### config.mk
export PLATFORM = sky130hd
export DESIGN_NAME = arb8_pri_sched_flat
export DESIGN_NICKNAME = d
export VERILOG_FILES = /design/src/rtl/arb8_pri_sched_if.sv /design/src/rtl/arb8_pri_sched.sv /design/src/flat_wrapper.sv
export SDC_FILE = /design/constraint.sdc
export NUM_CORES = 1
export LEC_CHECK = 0
export BUFFER_PORTS_ARGS = -buffer_cell sky130_fd_sc_hd__buf_4
export CAP_MARGIN = 0
export CORE_MARGIN = 3
export CORE_UTILIZATION = 52
export CTS_CLUSTER_DIAMETER = 120
export DETAILED_ROUTE_END_ITERATION = 12
export PLACE_DENSITY = 0.77
export SLEW_MARGIN = 15
export SYNTH_ARGS = -nofsm -noshare
export SYNTH_HDL_FRONTEND = slang
export SYNTH_SLANG_ARGS = --single-unit
export TNS_END_PERCENT = 20
### constraint.sdc
create_clock -name iClk -period 1.85 [get_ports iClk]
set_clock_uncertainty 0.2 [all_clocks]
set_input_delay 0.0925 -clock iClk [delete_from_list [all_inputs] [get_ports iClk]]
set_output_delay 0.0925 -clock iClk [all_outputs]
set_load 0.02 [all_outputs]
### src/rtl/arb8_pri_sched_if.sv
// Request/grant bundle between eight requesters, the scheduler and the shared datapath.
// Signal names follow the 74148-style pinout the requesters already use.
interface arb8_pri_sched_if;
    logic       iEI;
    logic [7:0] iReq;
    logic       iDone;
    logic [7:0] oGnt;
    logic [2:0] oGntId;
    logic       oBusy;
    logic       oEO;
    logic       oTimeout;

    modport master (
        output iEI, iReq, iDone,
        input  oGnt, oGntId, oBusy, oEO, oTimeout
    );

    modport slave (
        input  iEI, iReq, iDone,
        output oGnt, oGntId, oBusy, oEO, oTimeout
    );
endinterface

### src/rtl/arb8_pri_sched.sv
// 8-channel scheduler: latches active-low requests, grants one owner at a time,
// releases on done or timeout and inserts one turnaround cycle between grants.
module arb8_pri_sched #(
    parameter int unsigned RR_MODE = 0,
    parameter int unsigned TIMEOUT = 16
) (
    input  logic              iClk,
    input  logic              iRst_n,
    arb8_pri_sched_if.slave   bus
);

    localparam int unsigned N_CH  = 8;
    localparam int unsigned ID_W  = 3;
    localparam int unsigned CNT_W = (TIMEOUT <= 2) ? 1 : $clog2(TIMEOUT);
    localparam logic [CNT_W-1:0] CNT_LAST = CNT_W'((TIMEOUT == 0) ? 0 : TIMEOUT - 1);

    localparam logic [1:0] S_IDLE = 2'd0;
    localparam logic [1:0] S_BUSY = 2'd1;
    localparam logic [1:0] S_GAP  = 2'd2;

    logic [1:0]       state, state_nxt;
    logic [N_CH-1:0]  pend, pend_nxt;
    logic [N_CH-1:0]  gnt, gnt_nxt;
    logic [ID_W-1:0]  gnt_id, gnt_id_nxt;
    logic             busy, busy_nxt;
    logic             tout, tout_nxt;
    logic [ID_W-1:0]  last, last_nxt;
    logic [CNT_W-1:0] cnt, cnt_nxt;
    logic [N_CH-1:0]  clr;
    logic [ID_W-1:0]  win;
    logic             win_vld;

    // Winner pick: later loop iterations override earlier ones, so the
    // iteration order encodes priority (highest index, or last-1 first).
    always_comb begin : pick
        logic [ID_W-1:0] idx;
        idx     = '0;
        win     = '0;
        win_vld = |pend;
        if (RR_MODE == 0) begin
            for (int i = 0; i < N_CH; i++) begin
                if (pend[i]) win = ID_W'(i);
            end
        end else begin
            for (int i = N_CH; i >= 1; i--) begin
                idx = last - ID_W'(i);
                if (pend[idx]) win = idx;
            end
        end
    end

    always_comb begin : fsm_next
        state_nxt  = state;
        gnt_nxt    = gnt;
        gnt_id_nxt = gnt_id;
        busy_nxt   = busy;
        tout_nxt   = 1'b0;
        last_nxt   = last;
        cnt_nxt    = cnt;
        clr        = '0;
        case (state)
            S_IDLE: begin
                if (!bus.iEI && win_vld) begin
                    clr        = N_CH'(1) << win;
                    gnt_nxt    = N_CH'(1) << win;
                    gnt_id_nxt = win;
                    busy_nxt   = 1'b1;
                    last_nxt   = win;
                    cnt_nxt    = '0;
                    state_nxt  = S_BUSY;
                end
            end
            S_BUSY: begin
                cnt_nxt = cnt + 1'b1;
                // Done takes precedence over a coincident timeout.
                if (bus.iDone) begin
                    gnt_nxt   = '0;
                    busy_nxt  = 1'b0;
                    state_nxt = S_GAP;
                end else if ((TIMEOUT != 0) && (cnt == CNT_LAST)) begin
                    gnt_nxt   = '0;
                    busy_nxt  = 1'b0;
                    tout_nxt  = 1'b1;
                    state_nxt = S_GAP;
                end
            end
            S_GAP:   state_nxt = S_IDLE;
            default: state_nxt = S_IDLE;
        endcase
        // A request still held low re-pends in the same edge it is cleared.
        pend_nxt = (pend & ~clr) | ~bus.iReq;
    end

    always_ff @(posedge iClk or negedge iRst_n) begin
        if (!iRst_n) begin
            state  <= S_IDLE;
            pend   <= '0;
            gnt    <= '0;
            gnt_id <= '0;
            busy   <= 1'b0;
            tout   <= 1'b0;
            last   <= ID_W'(N_CH - 1);
            cnt    <= '0;
        end else begin
            state  <= state_nxt;
            pend   <= pend_nxt;
            gnt    <= gnt_nxt;
            gnt_id <= gnt_id_nxt;
            busy   <= busy_nxt;
            tout   <= tout_nxt;
            last   <= last_nxt;
            cnt    <= cnt_nxt;
        end
    end

    assign bus.oGnt     = gnt;
    assign bus.oGntId   = gnt_id;
    assign bus.oBusy    = busy;
    assign bus.oTimeout = tout;
    assign bus.oEO      = ~(~bus.iEI && (pend == '0) && (state == S_IDLE));

endmodule
### src/flat_wrapper.sv
// flat-port wrapper written by rule: the top's interface ports become plain ports
module arb8_pri_sched_flat 
#(
    parameter int unsigned RR_MODE = 0,
    parameter int unsigned TIMEOUT = 16
)
  (iClk, iRst_n, bus_iEI, bus_iReq, bus_iDone, bus_oGnt, bus_oGntId, bus_oBusy, bus_oEO, bus_oTimeout);
  arb8_pri_sched_if bus_i ();
  input  logic iClk;
  input  logic iRst_n;
  input wire logic [$bits(bus_i.iEI)-1:0] bus_iEI;
  input wire logic [$bits(bus_i.iReq)-1:0] bus_iReq;
  input wire logic [$bits(bus_i.iDone)-1:0] bus_iDone;
  output wire logic [$bits(bus_i.oGnt)-1:0] bus_oGnt;
  output wire logic [$bits(bus_i.oGntId)-1:0] bus_oGntId;
  output wire logic [$bits(bus_i.oBusy)-1:0] bus_oBusy;
  output wire logic [$bits(bus_i.oEO)-1:0] bus_oEO;
  output wire logic [$bits(bus_i.oTimeout)-1:0] bus_oTimeout;
  assign bus_i.iEI = bus_iEI;
  assign bus_i.iReq = bus_iReq;
  assign bus_i.iDone = bus_iDone;
  assign bus_oGnt = bus_i.oGnt;
  assign bus_oGntId = bus_i.oGntId;
  assign bus_oBusy = bus_i.oBusy;
  assign bus_oEO = bus_i.oEO;
  assign bus_oTimeout = bus_i.oTimeout;
  arb8_pri_sched #(.RR_MODE(RR_MODE), .TIMEOUT(TIMEOUT)) u_core (.iClk(iClk), .iRst_n(iRst_n), .bus(bus_i));
endmodule
==> metrics.md <==
| Metric | Value |
|---|---|
| Status | completed |
| Post-synth EDFFs | 0 |
| Max_slew headroom | 67.4% |
| #FFs+latches synth | 27 |
| Static Leak | 0.761 nW |
| Worst path max stage delay | 0.50 ns |
| Clock Latency Late Sink | 0.32 ns |
| Final Power | 1.68 mW |
| Vias | 1011 |
| Worst Tran Pin Value | 0.488 ns |
| CTS buffer count | 3 |
| Die width | 54.4 µm |
| Mapped Nets | 116 |
| Post-Route WL | 2900 µm |
| Crit end category | primary output |
| Final Critical Period | 1.83 ns |
| Area delta synth->final | 34.7% |
| Finished Cell Area | 0.00164 mm² |
| Mapped Area | 0.00122 mm² |
| YS warnings | 0 |
| Nets | 162 |
| Crit path max fanout | 4 |
| VDD IR max | 0.000886 V |
| RSZ-0062 raised after global routing | yes |
| Critical path capture point | bus_oEO |
| Syn_area_per_cell | 11.8 µm² |
| Number of global-route vias before repair | 1012 |
| Worst R2R Start | u_core.pend[5] |
| Core Box Area | 0.00208 mm² |
| Detail Route Antenna Nets | 0 |
| Cell Area, Placed | 0.00145 mm² |
| Stages on worst setup path | 3 |
| Port bufs | 25 |
| Clock Sinks | 27 |
| Antenna cells | 0 |
| Tot GR Track Use | 22.4% |
| Grt ovf | 0 |
| Wire length per cell | 16.6 µm |
| First-pass GRT wire length | 4640 µm |
| Gp weighted congestion | 0.895 |
| Initial core utilization | 58.5% |
| Crit share post-route | 99.1% |
| Cells after synthesis | 103 |
| Final-report max-slew violation count | 0 |
| CTS Buffer Depth | 2 |
| Worst Path Required | 1.56 ns |
| Crit start category | register |
| Fmax | 545 MHz |
| CTS tree | built |
| Worst slack, placed | 0.0404 ns |
| Worst r2r path cells | 4 |
| Top_reg_cell synth | dfrtp_1 |
| Most common cell after layout, fill and taps aside | buf_4 |
| Layout Cells excl Fill | 175 |
| Asr flop ratio synth | 100% |
| Crit-path leading delay family | simple AND/OR/NAND/NOR gates |
| First DRT Iteration DRCs | 36 |
| Max_cap viols | 0 |
| Crit-path cells | nor4_4 > nand3_1 > buf_4 |
| Slowest stage cell on the critical path | dfrtp_1 |
| Standard-cell rows | 16 |
| Area of the die | 0.00296 mm² |
| Placed Cells | 157 |
| TNS Setup | 0 ns |
| DRC | 0 |
| Worst R2R End | u_core.bus.oGnt[4] |
| Final setup vio count | 0 |
| Yosys cell types | 33 |
| Seq/Total Area, Yosys | 55.5% |
| Crit path buf inv count | 1 |
| Worst Setup Slack, final | 0.0160 ns |
| Min-delay worst type | input port to register |
| Worst Path Arrival | 1.54 ns |
| Setup CP Type | register to primary output |
| Final hold slack | 0.261 ns |
| Final hold viol count | 0 |
| Layout cells sized above 1 | 32.4% |
| Setup crit start | u_core.pend[5] |
| Clk root buf | clkbuf_4 |
| Initial antenna violation count | 0 |
| Dpl hpwl | 1960 µm |
| I/O pin total | 26 |
| Largest net degree at the start of global routing | 27 |
| Die Y | 54.4 µm |
| Flop2flop setup slack | 0.07 ns |
| First-pass DRT Iterations | 4 |
| Cell Pwr Density | 1020 mW/mm² |
| Fin util | 78.8% |
| Htree depth | 1 |
| Post-DR vias/cell | 5.78 |
| Commonest cells after routing, fill and taps aside | buf_4 (30), dfrtp_1 (27), dlygate4sd3_1 (12) |
| Clock slew at reported path FFs | 0.14 ns |
==> routing by layer <==
metal / wire [µm] / up-vias / global-route usage [%] / part of all wire, %
li1: - / 472 / - / -
met1: 1320 / 499 / 30.0 / 45
met2: 1410 / 35 / 36.1 / 49
met3: 147 / 5 / 3.54 / 5.1
met4: 24 / 0 / 9.13 / 0.83
met5: 0 / - / 0 / 0
==> synth_stat cells, drive strengths merged (2+ instances only) <==
cell type	number	area (µm²)
o21ai	9	56.3
nor4	4	67.6
or2	2	12.5
nor3	2	10.0
buf	2	18.8
dfrtp	27	676
a22o	8	70.1
nor2b	3	18.8
nand2	5	18.8
nand4	2	12.5
a31oi	4	25.0
nor2	9	33.8
a21oi	3	22.5
mux2	2	22.5
nand3	2	10.0
a21o	2	15.0
inv	5	18.8
o41ai	2	17.5
==> state kept, by name, indices dropped and copies added (netlist names) <==
register	flops
u_core.bus.oGnt	8
u_core.pend	8
u_core.cnt	4
u_core.bus.oGntId	3
u_core.state	2
u_core.bus.oBusy	1
u_core.bus.oTimeout	1
==> where the power goes <==
part           leakage (nW)  switching, mW  internal, mW
clock network        0.0150          0.169        0.0844
registers             0.316          0.127         0.701
logic                 0.430          0.305         0.293
==> what timing repair did <==
action	CTS	global route
hold buffers	13	0
resized for setup	0	3
setup endpoints to repair	1	10
pin swaps	1	5
buffers inserted	1	0
endpoints found under the hold margin	39	0
==> how the worst min path moves through the flow <==
stage / cells after the start / endpoint / startpoint
finish: 3 / u_core.pend[4] / bus_iReq[4]
global route: 3 / u_core.pend[4] / bus_iReq[4]
CTS: 3 / u_core.pend[4] / bus_iReq[4]
detailed placement: 1 / u_core.bus.oGntId[0] / iRst_n
global placement: 1 / u_core.bus.oGntId[2] / iRst_n
floorplan: 0 / u_core.bus.oBusy / iRst_n
==> cells by family after synthesis <==
kind of cell    synth area share, %
buf+inv                        3.08
fa+ha+maj                      1.03
flops                          55.5
simple gates                   17.1
mux                            1.85
xor+xnor                      0.720
compound gates                 20.8
==> worst register-to-register path, stage by stage, from the launching register on <==
cell and delay (ns):
dfrtp_1 0.50, nor4_4 0.43, a21oi_2 0.15, o21ai_4 0.27, a22o_1 0.19
==> cell type report <==
cell class              count  area [µm²]
well taps                  27        33.8
multi-input cells          69         520
fillers                   127         442
clock buffers               4        26.3
repair buffers             43         365
flip-flops and latches     27         676
inverters                   5        18.8
Note: power is estimated with default switching activity, not from simulation.
